===== src/rtl/signal_jump_ctrl.sv =====
// Next-PC select decoder: registers a 2-bit jump decision from opcode and ALU flags.
// Latency: one cycle (decision for the edge-N inputs is visible after edge N); no backpressure, En gates capture.
module signal_jump_ctrl (
  input  logic       clk,
  input  logic       rst,
  input  logic       En,
  input  logic [4:0] Ins,
  input  logic       Zero,
  input  logic       Neg,
  output logic [1:0] Jump
);

  localparam logic [1:0] SEL_SEQ = 2'b00;
  localparam logic [1:0] SEL_REL = 2'b01;
  localparam logic [1:0] SEL_ABS = 2'b10;
  localparam logic [1:0] SEL_REG = 2'b11;

  logic [1:0] jump_nxt;

  // Branch conditions resolve to a taken/not-taken pick between REL and SEQ.
  always_comb begin
    jump_nxt = SEL_SEQ;
    case (Ins)
      5'b11000, 5'b11001: jump_nxt = SEL_ABS;
      5'b11010, 5'b11011: jump_nxt = SEL_REG;
      5'b11100:           jump_nxt = Zero  ? SEL_REL : SEL_SEQ;
      5'b11101:           jump_nxt = !Zero ? SEL_REL : SEL_SEQ;
      5'b11110:           jump_nxt = Neg   ? SEL_REL : SEL_SEQ;
      5'b11111:           jump_nxt = !Neg  ? SEL_REL : SEL_SEQ;
      default:            jump_nxt = SEL_SEQ;
    endcase
  end

  always_ff @(posedge clk) begin
    if (rst) begin
      Jump <= SEL_SEQ;
    end else if (En) begin
      Jump <= jump_nxt;
    end
  end

endmodule


===== config.mk =====
export PLATFORM = sky130hd
export DESIGN_NAME = signal_jump_ctrl
export DESIGN_NICKNAME = d
export VERILOG_FILES = /design/src/rtl/signal_jump_ctrl.sv
export SDC_FILE = /design/constraint.sdc
export NUM_CORES = 1
export LEC_CHECK = 0
export CORE_AREA = 2 2 39 41
export CTS_CLUSTER_DIAMETER = 120
export DETAILED_ROUTE_END_ITERATION = 16
export DIE_AREA = 0 0 41 43
export GPL_TIMING_DRIVEN = 0
export RECOVER_POWER = 50
export SLEW_MARGIN = 15
export SYNTH_ARGS = -nofsm -noshare
export SYNTH_HDL_FRONTEND = slang
export SYNTH_SLANG_ARGS = --single-unit
export TNS_END_PERCENT = 30

===== constraint.sdc =====
create_clock -name clk -period 0.8 [get_ports clk]
set_input_delay 0.08 -clock clk [delete_from_list [all_inputs] [get_ports clk]]
set_output_delay 0.08 -clock clk [all_outputs]
set_load 0.01 [all_outputs]

Word-level counts from Yosys, hierarchy flattened
Index checks and enable logic that the tools add are counted.

Shifts and indexed selects: 0. Multiplexer cells: 5. Equal/unequal tests: 8. $mul: 0. Divide/modulo/power cells: 0. Add/subtract/negate cells: 0. Magnitude comparators: 0. Bitwise gates (word level): 0. Reduce and logical (&&, ||, !) cells: 2.

Operators with widths (number): 5-bit equality test (second input constant) (8); 2-bit case mux with 6 select lines (1); 1-bit 2-to-1 mux (4); 2-bit OR reduction (2).

Bits in read-only memories: 0. Memory bits (writable): 0. Latch bits: 0. Memories: 0. Input bits: 10. Word-level logic and storage cells: 16. Register bits: 2.

Logic depth before layout (Yosys ltp)
Gate-level depths: netlist (run 1).

Depth after elaboration: 3. Depth in mapped cells: 3.

Worst setup path before layout (run 1)
Ideal clock, no wire load.

Kind: register to register. Start: register Jump[1] (netlist name). End: register Jump[1]. Path buffers: 0. Required time: 0.730 ns. Path slack: 0.209 ns. Cell stages (with the launch flop): 3. Arrival time: 0.522 ns. Clock period less this slack: 0.591 ns. Cells stage by stage: dfxtp_1 -> nand2b_2 -> a21oi_1.

RTL lines: end signal, assigned (RTL line 38) `Jump <= jump_nxt;`; end, declared (RTL line 10) `output logic [1:0] Jump`.

Worst setup path in the final report (run 1)
Start: register Jump[1]. End: output port Jump[1].

No word-level cell between the ends.

==> qor.log, run 1 <==
INFO  worst_setup_path regToRegSetupSlack=0.25ns
INFO  sta            rsz0062_at_grt=false
INFO  die            fp.dieArea=0.00176sqmm
INFO  global_routing global_route_congestion_overflow_total=0
INFO  clock_tree     cts_root_buf=sky130_fd_sc_hd__clkbuf_4
INFO  sta            fmax=1.31GHz
INFO  power          p_clk_share=56.5%
INFO  cells_and_area syn2layout_area_growth=124%
INFO  worst_setup_path crit_path_end=Jump[1]
INFO  worst_setup_path timing.rr.end=Jump[1]$_SDFFE_PP0P_
INFO  power          power.switching_fraction=20.7%
INFO  sta            fin_setup_tns=0ns
INFO  yosys          synth_cell_types=13
INFO  route          drt-vias-per-instance=3.67
INFO  clock_tree     tritoncts=yes
INFO  worst_setup_path setup.worst_path.start_class=flop
INFO  flow_run       cap_violations=0
INFO  sta            report.final.slew_viol_count=0
INFO  cells_and_area final_core_utilization=20.6%
INFO  route          drt_wl_total=349um
INFO  sta            hold_violations=0
INFO  placed_design  replace_congestion=0.560
INFO  clock_tree     cts.clk_slew.worst_paths=0.03ns
INFO  power          power_density_over_cell_area=1380mW/mm^2
INFO  cells_and_area top_register=Jump
INFO  sta            timing_worst_slew_pin_value=0.154ns
INFO  die            floorplan.io_pins=12
INFO  cells_and_area drive_gt1_share=20.7%
INFO  global_routing grt_pass1_vias=151
INFO  worst_setup_path path_depth=1
INFO  sta            clock-skew-final=0ns
INFO  worst_setup_path timing.critical_path.cells=buf_2
INFO  clock_tree     numClockSinks=2
INFO  sta            postLayoutSetupSlackWorst=0.0349ns
INFO  clock_tree     worstSkewPairLatency=0.22ns
INFO  clock_tree     max_root_sink_buffers=2
INFO  power          ir_drop=0.610mV
INFO  sta            slew_headroom=89.7%
INFO  global_routing grt_max_degree=6
INFO  power          cellInternalPower=313uW
INFO  power          power.sequential.fraction=26.4%
INFO  worst_setup_path timing.critical_path.max_delay_family=flip-flops
INFO  sta            finalSetupViolCount=0
INFO  worst_setup_path required=0.72ns
INFO  worst_setup_path worst-endpoint-arrival=0.69ns
INFO  worst_setup_path crit_path_top_delay_cell=sky130_fd_sc_hd__dfxtp_1
INFO  status         run_status=complete, no violations
INFO  worst_setup_path rr_startpoint=Jump[1]$_SDFFE_PP0P_
INFO  die            fp.dieW=41um
INFO  route          antenna_violation_net_count_after_detailed_routing=0
INFO  route          drt_iter0_markers=1
INFO  global_routing wire_length_of_the_first_global_routing_pass=524um
INFO  clock_tree     htree_levels=1
INFO  yosys          synthCells=15
INFO  cells_and_area antennaDiodeCount=0
INFO  yosys          synth-warning-count=0
INFO  cells_and_area post_layout_net_count=41
INFO  worst_setup_path critical_path_buf_inv_count=1
INFO  die            placeableCoreArea=0.00138sqmm
INFO  yosys          post_synth_instance_area=128squm
INFO  cells_and_area max_ffs_per_register=2
INFO  yosys          synth_fp_nets=25
INFO  route          detail_route.wl_per_cell=7.76um
INFO  worst_setup_path cpPeakStageDelay=0.33ns
INFO  power          power.combinational.fraction=17.1%
INFO  sta            period_needed=0.765ns
INFO  route          remaining_drc_errors=0
INFO  yosys          synth_seq_cells=2
INFO  die            die_y=43um
INFO  power          cellLeakagePower=0.171nW
INFO  worst_setup_path worst_setup_path_startpoint=Jump[1]$_SDFFE_PP0P_
INFO  yosys          synth.yosys.seq_area_share=31.4%
INFO  sta            final_min_period_over_clock_period=95.6%
INFO  clock_tree     cts_made_buffers=3
INFO  worst_hold_path timing.hold.worst.class=primary input to flop
INFO  placed_design  io_buffer_count=11
INFO  placed_design  pre_cts_slack=-0.318ns
INFO  clock_tree     post_cts_hold_buffer_count=0
INFO  worst_setup_path setup.worst_path.class=flop to primary output
INFO  worst_setup_path end_kind=primary output
INFO  die            standard_cell_rows=14
INFO  worst_setup_path reg2regPathDepth=2
INFO  die            initial_utilization=9.22%
INFO  global_routing antenna_found_initial=0
INFO  route          router_iterations_before_antenna_repair=3
INFO  worst_setup_path crit_path_max_fanout=2
INFO  yosys          synthesis.area_per_instance=8.51squm
INFO  route          via_count=165
INFO  cells_and_area biggestRegsByFlops=Jump x2
INFO  power          power_switching=81.5uW
INFO  global_routing globalRouteTotalUtil=4.70%
-- cells in the mapped netlist --
cell,count,area (sq um)
sky130_fd_sc_hd__o21ba_1,1,10.0
sky130_fd_sc_hd__nand2_1,1,3.75
sky130_fd_sc_hd__nand4b_1,1,8.76
sky130_fd_sc_hd__a21oi_1,1,5.00
sky130_fd_sc_hd__nand3b_1,1,7.51
sky130_fd_sc_hd__a32oi_1,1,8.76
sky130_fd_sc_hd__nand2b_1,1,6.26
sky130_fd_sc_hd__dfxtp_1,2,40.0
sky130_fd_sc_hd__o21ai_1,2,10.0
sky130_fd_sc_hd__nand2b_2,1,8.76
sky130_fd_sc_hd__nand3_1,1,5.00
sky130_fd_sc_hd__nor2_1,1,3.75
sky130_fd_sc_hd__and4b_1,1,10.0
-- cells in the final DEF (no fill, tap or decap) --
cell type                        netlist  final
sky130_fd_sc_hd__clkbuf_4              0      3
sky130_fd_sc_hd__nand2_1               1      1
sky130_fd_sc_hd__dlygate4sd2_1         0      2
sky130_fd_sc_hd__nand2b_2              1      1
sky130_fd_sc_hd__buf_2                 0      2
sky130_fd_sc_hd__nand4b_1              1      1
sky130_fd_sc_hd__nand2b_1              1      1
sky130_fd_sc_hd__a21oi_1               1      1
sky130_fd_sc_hd__a32oi_1               1      1
sky130_fd_sc_hd__nand3b_1              1      1
sky130_fd_sc_hd__o21ai_1               2      2
sky130_fd_sc_hd__dfxtp_1               2      2
sky130_fd_sc_hd__o21ba_1               1      1
sky130_fd_sc_hd__nand3_1               1      1
sky130_fd_sc_hd__nor2_1                1      1
sky130_fd_sc_hd__dlymetal6s2s_1        0      7
sky130_fd_sc_hd__and4b_1               1      1
-- layout make-up --
cell class	instances	area (sq um)
Sequential cell	2	40.0
Fill cell	163	1100
Clock buffer	3	22.5
Tap cell	16	20.0
Multi-Input combinational cell	13	87.6
Timing Repair Buffer	11	115
-- layer usage --
| layer | part of all wire [%] | GRT usage [%] |
|---|---|---|
| met1 | 46 | 5.73 |
| met2 | 32 | 5.00 |
| met3 | 21 | 5.24 |
| met4 | 0 | 2.00 |
| met5 | 0 | 0 |
-- through the flow --
| stage | instances | power, mW | cell area [sq um] | hold slack (ns) |
|---|---|---|---|---|
| after global routing | 45 | 0.425 | 285 | 0.0965 |
| after global placement | 42 | 0.185 | 258 | 0.453 |
| after detailed placement | 42 | 0.186 | 258 | 0.462 |
| after floorplan | 15 | 0.126 | 128 | 0.149 |
| after CTS | 45 | 0.414 | 268 | 0.343 |
| final | 45 | 0.394 | 285 | 0.0768 |
-- power by group through the flow --
stage	logic (mW)	registers (mW)	clock network (mW)
5_1_grt	0.0739	0.104	0.247
3_3_place_gp	0.0793	0.106	0
6_report	0.0675	0.104	0.223
3_5_place_dp	0.0797	0.106	0
2_1_floorplan	0.0187	0.107	0
4_1_cts	0.0744	0.104	0.235
-- how the worst min path moves through the flow --
stage                                     from  cells after the start                   end  slack [ns]
after floorplan                            rst                      1  Jump[1]$_SDFFE_PP0P_        0.15
after CTS                               Ins[2]                      3  Jump[0]$_SDFFE_PP0P_        0.34
final                                      rst                      2  Jump[1]$_SDFFE_PP0P_        0.08
after detailed placement  Jump[0]$_SDFFE_PP0P_                      2  Jump[0]$_SDFFE_PP0P_        0.46
after global placement    Jump[0]$_SDFFE_PP0P_                      2  Jump[0]$_SDFFE_PP0P_        0.45
after global routing                       rst                      2  Jump[1]$_SDFFE_PP0P_         0.1
-- repair_timing --
action / 4_1_cts / 5_1_grt
gates cloned: 0 / 0
resized for setup: 10 / 7
setup endpoints to repair: 3 / 1
pin swaps: 0 / 3
setup buffers: 0 / 0
-- cell families (layout without fill, tap and decap cells) --
| logic type | count (synthesis) | after routing | synth area share (%) |
|---|---|---|---|
| AO/OA/AOI/OAI | 5 | 5 | 26.5 |
| buffers and inverters | 0 | 14 | 0 |
| flip-flops | 2 | 2 | 31.4 |
| AND/OR/NAND/NOR | 8 | 8 | 42.2 |
No activity file was read; power rests on OpenSTA's default activity.
==> run 2, diff against run 1 <==
--- a/config.mk
+++ b/config.mk
@@ -12,4 +12,5 @@
 export GPL_TIMING_DRIVEN = 0
 export RECOVER_POWER = 50
+export SKIP_LAST_GASP = 1
 export SLEW_MARGIN = 15
 export SYNTH_ARGS = -nofsm -noshare
==> constraint.sdc (replaced) <==
create_clock -name clk -period 0.8 [get_ports clk]
set_input_delay 0.16 -clock clk [delete_from_list [all_inputs] [get_ports clk]]
set_output_delay 0.16 -clock clk [all_outputs]
set_load 0.01 [all_outputs]
==> run 2 against run 1 <==
- the run now ends with negative setup slack left
- critical path depth stayed put
- clock-buffer cell count did not move
- via count is 1.2% lower
- largest power group unchanged
==> qor.log, run 2 (synthesis gave the netlist of run 1 again) <==
INFO  global_routing wire_length_of_the_first_global_routing_pass=524um [unchanged]
INFO  die            fp.dieW=41um [unchanged]
INFO  power          cellLeakagePower=0.119nW [-31%]
INFO  worst_setup_path required=0.64ns [-0.08 ns]
INFO  sta            finalSetupViolCount=2 [+2]
INFO  worst_hold_path worstHoldPathCells=2 [unchanged]
INFO  clock_tree     htree_levels=1 [unchanged]
INFO  clock_tree     cts.clk_slew.worst_paths=0.03ns [about the same]
INFO  die            placeableCoreArea=0.00138sqmm [unchanged]
INFO  global_routing global_route_congestion_overflow_total=0 [unchanged]
INFO  sta            rsz0062_at_grt=true
INFO  die            initial_utilization=9.22% [unchanged]
INFO  cells_and_area final_core_utilization=19.8% [-0.81 points]
INFO  worst_setup_path setup.worst_path.start_class=flop
INFO  worst_setup_path worst-endpoint-arrival=0.65ns [-0.04 ns]
INFO  cells_and_area biggestRegsByFlops=Jump x2
INFO  cells_and_area post_layout_net_count=41 [unchanged]
INFO  sta            hold_violations=0 [unchanged]
INFO  placed_design  io_buffer_count=11 [unchanged]
INFO  sta            timing_worst_slew_pin_value=0.154ns [unchanged]
INFO  worst_setup_path crit_path_max_fanout=2 [unchanged]
INFO  placed_design  replace_congestion=0.560 [unchanged]
INFO  power          power_density_over_cell_area=1430mW/mm^2 [+3.2%]
INFO  sta            fin_setup_tns=-0.0161ns [-0.0161 ns]
INFO  worst_setup_path end_kind=primary output
INFO  worst_setup_path rr_startpoint=Jump[1]$_SDFFE_PP0P_
INFO  die            floorplan.io_pins=12 [unchanged]
INFO  worst_hold_path timing.hold.worst_endpoint=Jump[1]$_SDFFE_PP0P_
INFO  worst_setup_path timing.rr.end=Jump[1]$_SDFFE_PP0P_
INFO  sta            slew_headroom=89.7% [unchanged]
INFO  clock_tree     max_root_sink_buffers=2 [unchanged]
INFO  cells_and_area most_frequent_standard_cell_in_the_layout_excluding_fill_and_tap_cells=sky130_fd_sc_hd__dlygate4sd2_1
INFO  sta            final_min_period_over_clock_period=102% [+6.1 points]
INFO  global_routing antenna_found_initial=0 [unchanged]
INFO  sta            postLayoutSetupSlackWorst=-0.0143ns [-0.0491 ns]
INFO  clock_tree     post-cts-setup-buffer-count=0 [unchanged]
INFO  route          via_count=163 [-1.2%]
INFO  clock_tree     tritoncts=yes
INFO  worst_hold_path timing.hold.worst.class=primary input to flop
INFO  cells_and_area drive_gt1_share=27.6% [+6.9 points]
INFO  cells_and_area post-route-cell-area=274squm [-3.9%]
INFO  worst_setup_path reg2regPathDepth=2 [unchanged]
INFO  cells_and_area max_ffs_per_register=2 [unchanged]
INFO  worst_setup_path timing.critical_path.cells=buf_6
INFO  clock_tree     cts_made_buffers=3 [unchanged]
INFO  worst_setup_path crit_path_top_delay_cell=sky130_fd_sc_hd__dfxtp_2
INFO  die            standard_cell_rows=14 [unchanged]
INFO  route          antenna_violation_net_count_after_detailed_routing=0 [unchanged]
INFO  clock_tree     worstSkewPairLatency=0.22ns [about the same]
INFO  clock_tree     cts_root_buf=sky130_fd_sc_hd__clkbuf_4
INFO  route          drt-vias-per-instance=3.62 [-1.2%]
INFO  sta            fmax=1.23GHz [-6.0%]
INFO  route          remaining_drc_errors=0 [unchanged]
INFO  global_routing grt_pass1_vias=151 [unchanged]
INFO  worst_hold_path hp-start=rst
INFO  route          drt_wl_total=342um [-2.0%]
INFO  route          drt_iter0_markers=1 [unchanged]
INFO  route          detail_route.wl_per_cell=7.60um [-2.0%]
INFO  clock_tree     post_cts_hold_buffer_count=0 [unchanged]
INFO  worst_setup_path regToRegSetupSlack=0.24ns [about the same]
INFO  power          ir_drop=0.613mV [+0.48%]
INFO  die            die_y=43um [unchanged]
INFO  cells_and_area fillers=162 [-0.61%]
INFO  die            fp.dieArea=0.00176sqmm [unchanged]
INFO  placed_design  dpl_cell_area=258squm [unchanged]
INFO  cells_and_area antennaDiodeCount=0 [unchanged]
INFO  flow_run       cap_violations=0 [unchanged]
INFO  route          router_iterations_before_antenna_repair=3 [unchanged]
INFO  worst_setup_path setup.worst_path.class=flop to primary output
INFO  cells_and_area top_register=Jump
INFO  worst_setup_path cpPeakStageDelay=0.32ns [about the same]
INFO  cells_and_area syn2layout_area_growth=115%
INFO  status         run_status=finished with violations
INFO  sta            report.final.slew_viol_count=0 [unchanged]
INFO  worst_setup_path timing.critical_path.max_delay_family=flip-flops
INFO  cells_and_area layout_common_cells=sky130_fd_sc_hd__dlygate4sd2_1 (9), sky130_fd_sc_hd__clkbuf_4 (3), sky130_fd_sc_hd__dfxtp_2 (2), sky130_fd_sc_hd__o21ai_1 (2), sky130_fd_sc_hd__buf_6 (2)
INFO  worst_setup_path critical_path_buf_inv_count=1 [unchanged]
INFO  sta            period_needed=0.814ns [+0.0491 ns]
INFO  clock_tree     numClockSinks=2 [unchanged]
INFO  sta            clock-skew-final=0ns [unchanged]
INFO  global_routing globalRouteTotalUtil=4.70% [unchanged]
INFO  status         failed_checks=negative setup slack
INFO  worst_setup_path worst_setup_path_startpoint=Jump[1]$_SDFFE_PP0P_
INFO  global_routing grt_max_degree=6 [unchanged]
run 2: worst max path at each step:
stage | end | cells past startpoint
floorplan | Jump[0]$_SDFFE_PP0P_ | 3
global placement | Jump[0]$_SDFFE_PP0P_ | 4
detailed placement | Jump[0]$_SDFFE_PP0P_ | 4
CTS | Jump[1] | 1
global route | Jump[1] | 1
finish | Jump[1] | 1
run 2: layout make-up:
cell class / count / area, sq um / area share, %
tap: 16 / 20.0 / 7.31
sequential: 2 / 42.5 / 15.5
timing repair buffer: 11 / 101 / 37.0
multi-input combinational: 13 / 87.6 / 32.0
clock buffer: 3 / 22.5 / 8.22
run 2: what timing repair did:
item / CTS / global route
gates resized for setup: 19 / 2
cloned: 0 / 0
endpoints found under the setup margin: 3 / 2
pin swaps: 3 / 0
run 2: power breakdown:
part	switching, mW	total, mW	leakage, nW	internal [mW]
Sequential	0.00179	0.105	0.0172	0.104
Combinational	0.0230	0.0631	0.0878	0.0401
Clock	0.0572	0.223	0.0138	0.165
run 2: layer usage:
metal / track usage, % / up-vias / share of wire, %
li1: - / 87 / -
met1: 5.73 / 64 / 46
met2: 5.00 / 12 / 33
met3: 5.24 / 0 / 20
met4: 2.00 / 0 / 0
met5: 0 / - / 0
run 2: per-stage QoR:
step           cells  hold WS (ns)  setup WS, ns  power (mW)
4_1_cts           45         0.261       -0.0387       0.402
6_report          45         0.258       -0.0143       0.391
3_5_place_dp      42         0.462        -0.398       0.186
5_1_grt           45         0.280       -0.0375       0.421
3_3_place_gp      42         0.453        -0.384       0.185
2_1_floorplan     15         0.229         0.161       0.126
==> edit (config.mk and constraints of run 2) <==
Make the reset (`rst`) asynchronous in one clocked block.
--- a/src/rtl/signal_jump_ctrl.sv
+++ b/src/rtl/signal_jump_ctrl.sv
@@ -32,5 +32,5 @@
   end
 
-  always_ff @(posedge clk) begin
+  always_ff @(posedge clk or posedge rst) begin
     if (rst) begin
       Jump <= SEL_SEQ;
Formal check against the unedited RTL: differs if rst is asserted again (counterexample within 4 cycles, from zero or initial values and one cycle with rst high); with rst held inactive, the same outputs for 10 cycles.
==> edit against run 2 <==
The run still ends with negative setup slack left. Cell area rose by 1.8%. Synthesized area did not move. Hold slack got worse by 0.033 ns. Utilization rose by 0.36 points. Power rose by 7.6%. Routed wire length rose by 14%. Worst setup slack got worse by 0.074 ns. Clock skew did not move. Sequential cell count did not move. Clock power rose by 2%.
==> edit: results (changes against run 2) <==
synth.distinct_cells: 11  # was 13
dr_wl_met3_um: 30  # was 70 um
pwr-share-comb: 0.195  # was 0.161
fin_ws_ns: -0.0880  # was -0.0143 ns
synth_warnings: 0  # unchanged
top_regs: "Jump: 2 flops"  # unchanged
antenna_found_initial: 0  # unchanged
n_fill_cell: 170  # was 162
drt_iter0_markers: 1  # unchanged
postCtsSetupBuffers: 0  # unchanged
vias_per_cell: 3.77  # was 3.62
drt-met1-wl_um: 132  # was 157 um
grt_usage: 0.0541  # was 0.0470
highest_layer: "met4"  # was met3
p_sw_frac: 0.230  # was 0.210
fin_setup_tns_ns: -0.168  # was -0.0161 ns
arrival_ns: 0.73  # was 0.65 ns
place_ws_ns: -0.454  # was -0.398 ns
slowest_stage: "dfrtp_1"  # was dfxtp_2
dr_wl_met2_um: 211  # was 114 um
powerComb_uw: 82.2  # was 63.1 uW
async_reset_ff_frac: 1.00  # was 0
setup_violations: 2  # unchanged
path_clk_slew_ns: 0.03  # about the same
synth-main-ff-cell: "dfrtp_1"  # was dfxtp_1
cts_root_buffer: "clkbuf_4"  # unchanged
netlist_instances: 14  # was 15
final_nets: 40  # was 41
clk_latency_ns: 0.23
synthesis.nets: 24  # was 25
yosys-top-cells-count: "inv_1 (3), dfrtp_1 (2)"  # was dfxtp_1 (2), o21ai_1 (2)
io_buffers: 11  # unchanged
stdcell_count: 44  # was 45
dpl.cell_count: 41  # was 42
yosys-top-cells-area: "dfrtp_1 (39%), inv_1 (8.8%), o21ba_1 (7.8%)"  # was dfxtp_1 (31%), and4b_1 (7.8%), o21ai_1 (7.8%)
grt_pass1_vias: 156  # was 151
ir_drop_v: 0.000180  # was 0.000613 V
drive_gt1_frac: 0.214  # was 0.276
clockPowerShare: 0.543  # was 0.569
violations: "negative setup slack"  # unchanged
skew_ns: 0  # unchanged
grt_pass1_wl_um: 510  # was 524 um
worst_slew_pin_slew_ns: 0.179  # was 0.154 ns
place_congestion: 0.420  # was 0.560
drt-total-wl_um: 391  # was 342 um
slowest_delay_ns: 0.36  # was 0.32 ns
leakage_nw: 0.136  # was 0.119 nW
yosysSeqAreaShare: 0.392  # was 0.314
drv_cap: 0  # unchanged
numCtsBuffers: 3  # unchanged
outcome: "finished with violations"  # unchanged
dr.pass1.iters: 2  # was 3
hold_path_class: "input port to async pin"  # was input port to register
edit: cell types whose count changed after synthesis, sizes merged:
cell | before | now
o2111ai | 0 | 1
o22ai | 0 | 1
inv | 0 | 3
a21oi | 1 | 0
nand2 | 1 | 0
dfxtp | 2 | 0
dfrtp | 0 | 2
o21ai | 2 | 1
nand2b | 2 | 1
nor2 | 1 | 0
and4b | 1 | 0
edit: worst paths after layout:
kind	start	endpoint	slack, ns
min in group clk	Neg	Jump[0]	0.37
max in group asynchronous	rst	Jump[1]	0.46
worst max register to register	Jump[0]	Jump[0]	0.19
worst min register to register	Jump[1]	Jump[1]	0.52
worst min-delay path	rst	Jump[0]	0.23
worst max-delay path	Jump[0]	Jump[0]	-0.09
edit: cell families after synthesis:
group	count (synthesis)	synth area share
AOI/OAI and AO/OA	5	0.304
and+or+nand+nor	4	0.216
buffers and inverters	3	0.0882
DFF	2	0.392
edit: layer usage:
metal  up-vias  global-route usage
li1         82                   -
met2         7              0.0719
met4         0               0.120
met1        75              0.0319
met5         -                   0
met3         2              0.0157
edit: timing repair:
item	CTS	global route
gates resized for setup	11	3
endpoints found under the hold margin	0	0
pin swaps	2	2
setup endpoints to repair	3	3
cloned	0	0
edit: layout make-up:
| cell class | instances | area, um^2 | share of cell area |
|---|---|---|---|
| Tap cell | 16 | 20.0 | 0.0717 |
| Multi-Input combinational cell | 9 | 73.8 | 0.265 |
| Sequential cell | 2 | 50.0 | 0.179 |
| Clock buffer | 3 | 22.5 | 0.0807 |
| Inverter | 3 | 11.3 | 0.0404 |
| Timing Repair Buffer | 11 | 101 | 0.363 |
